--- src/rtl/stp_load_sequencer.sv ---
// -----------------------------------------------------------------------------
// stp_load_sequencer
//
// Purpose:
//   Steers a serial bit stream into a bank of NUM_SAMPLES serial-to-parallel
//   shift registers, SAMPLE_WIDTH bits per lane. Once every lane is full, the
//   bank is frozen and offered to the FFT core as one frame.
//
// Optional feature (compile-time macro STP_AUTO_REARM_EN):
//   When defined, the frame handshake goes straight back to LOAD with the
//   counters at zero. A serial bit present in the handshake cycle is taken as
//   bit 0 of lane 0. When undefined, the handshake returns to IDLE and a new
//   frame_sync is needed.
//
// Ports:
//   clk            in   system clock
//   rst            in   asynchronous reset, active-high
//   frame_sync     in   start-of-frame pulse; resynchronises while loading
//   serial_valid   in   serial_in carries a bit this cycle
//   serial_in      in   serial data bit
//   lane_shift_en  out  one-hot shift enable, one cycle after an accepted bit
//   lane_serial    out  registered serial_in, shared by all lanes
//   frame_valid    out  bank holds a complete frame
//   frame_ready    in   FFT core accepts the frame
//   busy           out  state is LOAD or DONE
//   lane_idx       out  lane currently being filled
//   overrun        out  sticky: a bit arrived in DONE and was dropped
//   dbg_state      out  current FSM state (0 IDLE, 1 LOAD, 2 DONE)
//
// Handshake: a frame transfers on a rising clk edge where frame_valid and
// frame_ready are both high. frame_valid never drops before that transfer,
// and it goes low the cycle after the transfer.
// -----------------------------------------------------------------------------
module stp_load_sequencer #(
  parameter int SAMPLE_WIDTH = 16,
  parameter int NUM_SAMPLES  = 48
) (
  input  logic                           clk,
  input  logic                           rst,
  input  logic                           frame_sync,
  input  logic                           serial_valid,
  input  logic                           serial_in,
  output logic [NUM_SAMPLES-1:0]         lane_shift_en,
  output logic                           lane_serial,
  output logic                           frame_valid,
  input  logic                           frame_ready,
  output logic                           busy,
  output logic [$clog2(NUM_SAMPLES)-1:0] lane_idx,
  output logic                           overrun,
  output logic [1:0]                     dbg_state
);

  localparam int CW = $clog2(SAMPLE_WIDTH);
  localparam int LW = $clog2(NUM_SAMPLES);

  typedef enum logic [1:0] {
    S_IDLE = 2'd0,
    S_LOAD = 2'd1,
    S_DONE = 2'd2
  } state_e;

  state_e                 state_q, state_d;
  logic [CW-1:0]          bit_cnt_q, bit_cnt_d;
  logic [LW-1:0]          lane_idx_q, lane_idx_d;
  logic [NUM_SAMPLES-1:0] shift_en_q, shift_en_d;
  logic                   lane_serial_q, lane_serial_d;
  logic                   frame_valid_q, frame_valid_d;
  logic                   busy_q, busy_d;
  logic                   overrun_q, overrun_d;

  always_comb begin
    state_d       = state_q;
    bit_cnt_d     = bit_cnt_q;
    lane_idx_d    = lane_idx_q;
    shift_en_d    = '0;
    lane_serial_d = serial_in;
    frame_valid_d = 1'b0;
    overrun_d     = overrun_q;

    case (state_q)
      S_IDLE: begin
        // A bit arriving with frame_sync is not part of the new frame.
        if (frame_sync) begin
          state_d    = S_LOAD;
          bit_cnt_d  = '0;
          lane_idx_d = '0;
        end
      end

      S_LOAD: begin
        if (frame_sync) begin
          // Resync drops any bit in this cycle and issues no shift.
          bit_cnt_d  = '0;
          lane_idx_d = '0;
        end else if (serial_valid) begin
          shift_en_d[lane_idx_q] = 1'b1;
          if (bit_cnt_q == CW'(SAMPLE_WIDTH - 1)) begin
            bit_cnt_d = '0;
            if (lane_idx_q == LW'(NUM_SAMPLES - 1)) begin
              // Last bit of the last lane: freeze the bank.
              lane_idx_d = '0;
              state_d    = S_DONE;
            end else begin
              lane_idx_d = lane_idx_q + LW'(1);
            end
          end else begin
            bit_cnt_d = bit_cnt_q + CW'(1);
          end
        end
      end

      S_DONE: begin
        // frame_valid lags entry into DONE by one cycle, so it rises the
        // cycle after the final shift pulse.
        if (frame_valid_q && frame_ready) begin
          bit_cnt_d  = '0;
          lane_idx_d = '0;
`ifdef STP_AUTO_REARM_EN
          state_d = S_LOAD;
          if (serial_valid) begin
            shift_en_d[0] = 1'b1;
            bit_cnt_d     = CW'(1);
          end
`else
          state_d = S_IDLE;
          if (serial_valid) begin
            overrun_d = 1'b1;
          end
`endif
        end else begin
          frame_valid_d = 1'b1;
          if (serial_valid) begin
            overrun_d = 1'b1;
          end
        end
      end

      default: begin
        state_d = S_IDLE;
      end
    endcase

    busy_d = (state_d != S_IDLE);
  end

  always_ff @(posedge clk or posedge rst) begin
    if (rst) begin
      state_q       <= S_IDLE;
      bit_cnt_q     <= '0;
      lane_idx_q    <= '0;
      shift_en_q    <= '0;
      lane_serial_q <= 1'b0;
      frame_valid_q <= 1'b0;
      busy_q        <= 1'b0;
      overrun_q     <= 1'b0;
    end else begin
      state_q       <= state_d;
      bit_cnt_q     <= bit_cnt_d;
      lane_idx_q    <= lane_idx_d;
      shift_en_q    <= shift_en_d;
      lane_serial_q <= lane_serial_d;
      frame_valid_q <= frame_valid_d;
      busy_q        <= busy_d;
      overrun_q     <= overrun_d;
    end
  end

  assign lane_shift_en = shift_en_q;
  assign lane_serial   = lane_serial_q;
  assign frame_valid   = frame_valid_q;
  assign busy          = busy_q;
  assign lane_idx      = lane_idx_q;
  assign overrun       = overrun_q;
  assign dbg_state     = state_q;

endmodule
--- config.mk ---
export PLATFORM = sky130hd
export DESIGN_NAME = stp_load_sequencer
export DESIGN_NICKNAME = d
export VERILOG_FILES = /design/src/rtl/stp_load_sequencer.sv
export SDC_FILE = /design/constraint.sdc
export NUM_CORES = 1
export LEC_CHECK = 0
export BUFFER_PORTS_ARGS = -buffer_cell sky130_fd_sc_hd__buf_2
export CAP_MARGIN = 30
export CELL_PAD_IN_SITES_DETAIL_PLACEMENT = 2
export CELL_PAD_IN_SITES_GLOBAL_PLACEMENT = 2
export CORE_ASPECT_RATIO = 1.4
export CORE_UTILIZATION = 30
export CTS_BUF_LIST = sky130_fd_sc_hd__clkbuf_4
export DETAILED_ROUTE_END_ITERATION = 8
export PLACE_DENSITY_LB_ADDON = 0.1
export SYNTH_ARGS = -nofsm -noshare
export SYNTH_HDL_FRONTEND = slang
export SYNTH_SLANG_ARGS = --single-unit
--- constraint.sdc ---
create_clock -name clk -period 1.8 [get_ports clk]
set_clock_uncertainty 0.15 [all_clocks]
set_input_delay 0.18 -clock clk [delete_from_list [all_inputs] [get_ports clk]]
set_output_delay 0.18 -clock clk [all_outputs]
set_load 0.02 [all_outputs]
==> flow_summary.toml <==
[detailed_routing]
ant_nets = 0
wl_per_cell_um = 16.24
firstDrtPassIters = 4
wl_mm = 6.399
drc_errors = 0
vias = 1846
avgViaCountPerCell = 4.685
drt_iter0_drc = 45

[pwr]
p_leak_uw = 0.001655
power-per-cell-area_mw_per_mm2 = 853.3
peakVddDrop_v = 0.0003812

[sta]
fmax_mhz = 581.5
fin_crit_sh_pct = 95.53
hold_viol_final = 0
rsz0062_at_grt = "true"
setup_viol = 0
worst_slack_ns = 0.08040
slew_headroom_pct = 61.08
slew_viol_final = 0
finalSetupTns_ns = 0
worstMarginPinSlew_ns = 0.5825
final.min_clock_period_ns = 1.720

[place]
port_buffers = 65
dp_hpwl_mm = 4.669
globalplace.congestion = 0.7487
placed_cell_area_mm2 = 0.002888
post-place-ws_ns = -0.07300
place_inst = 373

[synthesis]
synth_fp_nets = 213
ys_types = 38
synth-edff-count = 0
synth.yosys.seq_area_share_pct = 67.87
synthDominantCellAreaShare_pct = 67.87
postSynthCellCount = 205
ys_warn_count = 0
syn_avg_cell_area_um2 = 11.51
ys_ff_latch = 64
yosys-top-cells-count = "64 x dfrtp_1, 54 x nor2_1, 15 x nand2_1"
yosysMostFrequentCell = "dfrtp_1"
async_flop_share_pct = 100.0
synth.cell_area_mm2 = 0.002360
synth.area.top_cells = "dfrtp_1 68%, nor2_1 8.6%, nand2_1 2.4%"
synth_top_cell_by_area = "dfrtp_1"
ys.flop_type = "dfrtp_1"

[setup_path]
criticalPathCategory = "reg2reg"
r2r-start = "dbg_state[0]"
crit_fanout = 11
cp-start-kind = "register"
r2r_end = "lane_idx[4]"
critPathCaptureType = "register"
required_ns = 1.94
arrival_ns = 1.86
worstRegToRegCells = 4
rrSetupSlack_ns = 0.08

[final_layout]
drive_above_1_share_pct = 36.03
diodes = 0
instances_no_fill = 394
syn2layout_area_growth_pct = 32.34
nets = 300
fin_area_mm2 = 0.003123

[clock_tree]
clockBufferDepth = 2
clock_latency_ns = 0.40
cts_buffers = 9
cts_tree = "built"
cts_sinks = 64
path_clk_slew_ns = 0.11
postCtsSetupBuffers = 0
clock-root-buffer = "clkbuf_4"
htreeDepth = 3

[flow_run]
cap_viol_max_count = 0

[floorplanning]
placementRows = 37
dieArea_mm2 = 0.008230
die_h_um = 106.9
start_util_pct = 31.46
num_io_pins = 66
die_x_um = 76.96
core_area_mm2 = 0.007500

[global_routing]
grt_pass1_wl_mm = 10.63
grt_usage_pct = 17.65
grt_max_degree = 31
antenna_found_initial = 0
grt_pass1_vias = 2002
grt_overflow = 0

[hold_path]
hp-class = "in2async"

[outcome]
status = "finished, final reports clean"
-- kinds of logic (layout without fill, tap and decap cells) --
family	after synthesis	count (layout)	share of synthesized area, %
flip-flops	64	64	67.87
buffers and inverters	14	106	3.394
adder cells (fa/ha/maj)	2	2	1.060
AO/OA/AOI/OAI	26	26	7.105
multiplexers	1	1	0.4242
AND/OR/NAND/NOR	98	98	20.15
-- per-stage QoR --
step / total power [µW] / hold WS [ns] / util [%]
6_report: 2665 / 0.2323 / 41.64
5_1_grt: 2767 / 0.2700 / 41.64
4_1_cts: 2706 / 0.2305 / 41.36
3_5_place_dp: 1585 / 0.1352 / 38.51
3_3_place_gp: 1582 / 0.1272 / 38.51
2_1_floorplan: 1536 / 0.06143 / -
-- worst max-delay path, stage by stage (launching register included) --
cell and delay, ns:
dfrtp_1 0.47, and4b_1 0.36, a21oi_4 0.09, or3b_1 0.40
mux2i_1 0.13
-- power by group --
part	leakage [µW]	switching (µW)	internal (µW)	total, µW
clock network	0.0000890	497	605	1100
registers	0.000879	6.66	1440	1450
logic	0.000687	69.1	42.7	112
-- placed cells by master, fill, tap and decap left out, types with 2 or more instances in the layout --
cell           count
inv_1              3
nand3_1            4
bufinv_16          2
buf_4             14
o21ai_0            3
or3b_1             3
a21oi_1            4
ha_1               2
a21boi_0           2
nand3b_1           3
dfrtp_1           64
clkbuf_4          12
or3_1              3
dlygate4sd3_1      5
buf_2             65
nor2b_1            2
a22o_1             3
a21o_1             4
nor2_1            54
nand4_1            2
o21ai_1            6
nand2_2            2
nand2_1           13
-- timing repair --
action / 4_1_cts / 5_1_grt
gates resized for setup: 2 / 5
pin swaps: 0 / 0
endpoints found under the hold margin: 29 / 0
hold buffers: 5 / 0
endpoints found under the setup margin: 8 / 32
-- layout make-up --
type	count	area [µm²]
inverter	5	36.28
multi-input combinational	127	704.4
timing repair buffer	85	500.5
tap	97	121.4
clock buffer	12	90.09
fill	839	4377
clock inverter	4	68.82
sequential	64	1602
-- registers in the layout, indices dropped and copies added, names as in the netlist --
register	flops
bit_cnt_q	4
lane_shift_en	48
lane_idx	6
frame_valid	1
dbg_state	2
overrun	1
busy	1
lane_serial	1
-- per-layer routing --
layer	track usage, %	vias up	share of wire [%]
li1	-	849	-
met1	19.37	942	39
met2	32.02	45	55
met3	4.255	10	3.8
met4	7.692	0	1.8
met5	0	-	0
-- worst max path at each step --
| stage | from | end | cells past startpoint |
|---|---|---|---|
| 2_1_floorplan | lane_idx[1] | lane_idx[5] | 5 |
| 3_3_place_gp | dbg_state[1] | lane_shift_en[5] | 4 |
| 3_5_place_dp | dbg_state[1] | lane_shift_en[0] | 4 |
| 4_1_cts | dbg_state[1] | lane_shift_en[24] | 4 |
| 5_1_grt | dbg_state[1] | lane_shift_en[17] | 4 |
| 6_report | dbg_state[0] | lane_idx[4] | 4 |
Note: power is estimated with default switching activity, not from simulation.
